==> src/rtl/noc_rr_arbiter.sv <==
// Packet-level round-robin arbiter sharing one NoC output channel between requesters.
// A grant is held from the first beat to the last beat (or a forced release after max_burst beats).
module noc_rr_arbiter #(
    parameter int width      = 32,
    parameter int num_inputs = 4,
    parameter int max_burst  = 256,
    localparam int iw = $clog2(num_inputs),
    localparam int bw = $clog2(max_burst + 1)
) (
    input  logic                          clk,
    input  logic                          rst_n,
    input  logic [num_inputs*width-1:0]   in_bus,
    input  logic [num_inputs-1:0]         in_valid,
    input  logic [num_inputs-1:0]         in_last,
    output logic [num_inputs-1:0]         in_ready,
    output logic [width-1:0]              out_data,
    output logic                          out_valid,
    output logic                          out_last,
    input  logic                          out_ready,
    output logic                          grant_valid,
    output logic [iw-1:0]                 grant_id,
    output logic                          err_overrun
);

    // Handshake: a beat moves when out_valid and out_ready are both high in the same cycle;
    // in_ready mirrors out_ready onto the granted requester only.
    typedef enum logic {IDLE, GRANT} state_t;

    state_t          state, state_n;
    logic [iw-1:0]   ptr, ptr_n, grant_id_n, pick;
    logic [bw-1:0]   cnt, cnt_n;
    logic            pick_found, err_n, xfer;

    function automatic logic [iw-1:0] wrap_add(input logic [iw-1:0] base, input int off);
        int s;
        s = int'(base) + off;
        if (s >= num_inputs) s = s - num_inputs;
        return iw'(s);
    endfunction

    assign grant_valid = (state == GRANT);
    assign out_data    = in_bus[grant_id*width +: width];
    assign out_last    = in_last[grant_id];
    assign out_valid   = grant_valid & in_valid[grant_id];
    assign xfer        = out_valid & out_ready;

    always_comb begin
        in_ready = '0;
        if (grant_valid && out_ready) in_ready[grant_id] = 1'b1;
    end

    // First requester at or after ptr, scanning circularly.
    always_comb begin
        pick_found = 1'b0;
        pick       = '0;
        for (int k = 0; k < num_inputs; k++) begin
            if (!pick_found && in_valid[wrap_add(ptr, k)]) begin
                pick_found = 1'b1;
                pick       = wrap_add(ptr, k);
            end
        end
    end

    always_comb begin
        state_n    = state;
        grant_id_n = grant_id;
        ptr_n      = ptr;
        cnt_n      = cnt;
        err_n      = 1'b0;
        case (state)
            IDLE: begin
                if (pick_found) begin
                    grant_id_n = pick;
                    ptr_n      = (pick == iw'(num_inputs - 1)) ? '0 : pick + iw'(1);
                    cnt_n      = '0;
                    state_n    = GRANT;
                end
            end
            GRANT: begin
                if (xfer) begin
                    if (out_last) begin
                        state_n = IDLE;
                    end else begin
                        cnt_n = cnt + bw'(1);
                        if (cnt_n == bw'(max_burst)) begin
                            state_n = IDLE;
                            err_n   = 1'b1;
                        end
                    end
                end
            end
            default: state_n = IDLE;
        endcase
    end

    always_ff @(posedge clk or negedge rst_n) begin
        if (!rst_n) begin
            state       <= IDLE;
            grant_id    <= '0;
            ptr         <= '0;
            cnt         <= '0;
            err_overrun <= 1'b0;
        end else begin
            state       <= state_n;
            grant_id    <= grant_id_n;
            ptr         <= ptr_n;
            cnt         <= cnt_n;
            err_overrun <= err_n;
        end
    end

endmodule

==> config.mk <==
export PLATFORM = sky130hd
export DESIGN_NAME = noc_rr_arbiter
export DESIGN_NICKNAME = d
export VERILOG_FILES = /design/src/rtl/noc_rr_arbiter.sv
export SDC_FILE = /design/constraint.sdc
export NUM_CORES = 1
export LEC_CHECK = 0
export CAP_MARGIN = 20
export CELL_PAD_IN_SITES_DETAIL_PLACEMENT = 1
export CELL_PAD_IN_SITES_GLOBAL_PLACEMENT = 1
export CORE_ASPECT_RATIO = 0.9
export CORE_MARGIN = 3
export CORE_UTILIZATION = 20
export DETAILED_ROUTE_END_ITERATION = 12
export PLACE_DENSITY_LB_ADDON = 0.1
export SETUP_SLACK_MARGIN = 0.2
export SYNTH_ARGS = -nofsm -noshare
export SYNTH_HDL_FRONTEND = slang
export SYNTH_SLANG_ARGS = --single-unit
==> constraint.sdc <==
create_clock -name clk -period 2.6 [get_ports clk]
set_clock_uncertainty 0.1 [all_clocks]
set_input_delay 0.52 -clock clk [delete_from_list [all_inputs] [get_ports clk]]
set_output_delay 0.52 -clock clk [all_outputs]
set_load 0.1 [all_outputs]
==> results.md <==
* Layout area overhead at 144%
* Grt met2 use at 39.4%
* CTS tree: yes
* Ys async rst share at 100%
* Height of the chip at 96.0 um
* Reg clk slew, reported paths at 0.07 ns
* Fraction of layout cells with a size suffix above 1 at 33.6%
* RSZ-0062 raised after global routing: false
* Period minus WS final at 2.38 ns
* Max Cap Violations at 0
* Multi-input logic area at 1390 um2
* CTS Hold Bufs at 0
* Pwr Density at 1410 nW/um2
* Achievable Freq at 421 MHz
* Final Max Slew Viols at 0
* Global-route wire length before repair at 15400 um
* Antenna violations before repair at 1
* Synth Cell Area at 1800 um2
* Hold depth at 2
* WHS Endpoint: ptr[0]
* Pre-antenna DRT Iters at 4
* Critical Path RT at 1.98 ns
* Crit Path Class: in2out
* Tot GR Track Use at 20.2%
* Vias/cell at 4.77
* WHS at 0.493 ns
* Avg Cell Area, Syn at 11.6 um2
* Most Crowded Layer GR: met2
* Clk Latency, worst-skew pair at 0.25 ns
* Fillers at 935
* Count of input and output buffers at 180
* Worst flop-to-flop path startpoint: grant_id[0]
* Seq. cell area at 384 um2
* Period utilisation layout at 91.4%
* Maximum VDD drop at 0.000652 V
* Placement Setup Slack at 0.0496 ns
* Clk buf depth at 2
* Largest net degree at the start of global routing at 28
* Worst setup EP type: output port
* Flop2flop setup slack at 0.30 ns
* Site Rows at 32
* FF+latch count, synth at 15
* Num CTS Buffers at 3
* Run status: complete, no violations
* Post-DP Area at 4240 um2
* CP Launch Type: primary input
* Grt total ovfl at 0
* Max_slew headroom at 52.9%
* Syn nets at 296
* GR Layer Usage met1 at 20.7%
* CP Data Arrival Time at 1.76 ns
* Post-DP HPWL at 9470 um
* DR iter-0 viols at 60
* GPL Wtd Cong at 0.807
* Full die area at 10200 um2
* Vias in the first global route at 2366
* Hold Path Origin: ptr[0]
* Hold Fails Final Rpt at 0
* Final ANT Viol Nets at 0
* Leakage at 1.75 nW
* H-Tree Depth at 1
* Post-synth EDFFs at 0
* Core Area at 8690 um2
* Cell area after layout at 4390 um2
* Sequential fraction of the synthesis area at 20.8%
* Global-route met3 utilization at 6.57%
* Reg2Reg Depth at 6
* Setup-violating endpoint count in the final report at 0
* Synth warn at 0
* Unique masters post-synth at 39
* Top-Level Pins at 181
* Worst setup margin at 0.224 ns
* Initial Util at 20.7%
* CTS Root Cell: clkbuf_8
* Vias at 2219
* Worst Tran Pin Value at 0.705 ns
* Clock sinks at 15
* Fin nets at 487
* Top_reg_cell synth: dfrtp_1
* Drt drc at 0
* Total Power at 6.17 mW
* Hold Crit Class: reg2reg
* Crit-path max FO at 2
* Drt total wl at 10900 um
* Mapped Cells at 155
* Source of the critical timing path: in_valid[2]
* Die width at 106 um
* R2r endpoint: cnt[4]
* DR WL/cell at 23.5 um
[cell usage in the layout (no fill, tap or decap), types with 6 or more instances in the layout]
cell type          n
buf_12            43
dfrtp_1           12
nor2_1             7
clkdlybuf4s50_1  136
buf_4             14
nand3_1           10
nand2_1           12
mux4_2            34
and3_1             6
[state kept, by name (all words and copies together), names as in the netlist]
name / cells
ptr: 2
grant_valid: 1
cnt: 9
err_overrun: 1
grant_id: 2
[worst max-delay path by stage]
stage	slack (ns)	end
final	0.22	out_valid
after global routing	0.20	out_valid
after CTS	0.20	out_valid
after detailed placement	0.05	cnt[5]
after global placement	0.08	out_valid
after floorplan	-0.03	cnt[2]
[synthesized netlist by cell type (3+ instances only)]
master    instances  area share (%)
nor3_2            3             1.7
nand4_1           5             1.7
nand2_1          12             2.5
dfrtp_1          15              21
a211o_1           5             2.4
mux4_2           34              42
and3_1            6             2.1
o21ai_0           4             1.1
clkbuf_1          8             1.7
nor3_1            5             1.4
nor2_1            9             1.9
nand3_1          10             2.8
[power by group]
| part | internal, mW | total, mW | switching [mW] | leakage (nW) |
|---|---|---|---|---|
| Sequential | 0.299 | 0.435 | 0.136 | 0.193 |
| Combinational | 2.19 | 5.54 | 3.35 | 1.53 |
| Clock | 0.106 | 0.193 | 0.0868 | 0.0255 |
[metal layers]
layer / share of wire, % / vias up / routed length, um
met4: 2.9 / 0 / 313
met1: 33 / 1088 / 3590
met2: 56 / 94 / 6180
met3: 7.9 / 16 / 864
li1: - / 1021 / -
met5: 0 / - / 0
[cells by family after synthesis]
group | count (synthesis) | synth area share (%)
adders and majority gates | 2 | 1.39
AOI/OAI and AO/OA | 19 | 7.50
muxes | 37 | 44.3
DFF | 15 | 20.8
and+or+nand+nor | 65 | 20.9
buffers and inverters | 15 | 4.10
xor gates and xnor gates | 2 | 0.972
[worst max-delay path: stages]
cell and delay, ns:
clkdlybuf4s50_1 0.42, mux4_2 0.49, and2_4 0.16, buf_12 0.16
[what timing repair did]
| item | CTS | global route |
|---|---|---|
| setup buffers | 6 | 0 |
| gates resized for setup | 2 | 4 |
| pin swaps | 0 | 1 |
| gates cloned | 0 | 1 |
| setup endpoints to repair | 26 | 24 |
[through the flow]
stage,setup TNS [ns],utilization (%),instances
after global routing,0,50.5,465
final,0,50.5,465
after CTS,0,50.0,463
after floorplan,-0.115,-,155
after detailed placement,0,48.8,453
after global placement,0,48.8,453
[final cells by class]
| class | instances | area share (%) |
|---|---|---|
| clock buffers | 3 | 0.941 |
| multi-input cells | 125 | 31.7 |
| clock inverters | 1 | 0.114 |
| well taps | 119 | 3.39 |
| inverters | 2 | 0.171 |
| repair buffers | 199 | 54.8 |
| diodes | 1 | 0.0570 |
| flip-flops and latches | 15 | 8.75 |
Power figures use the tool's default switching activity.
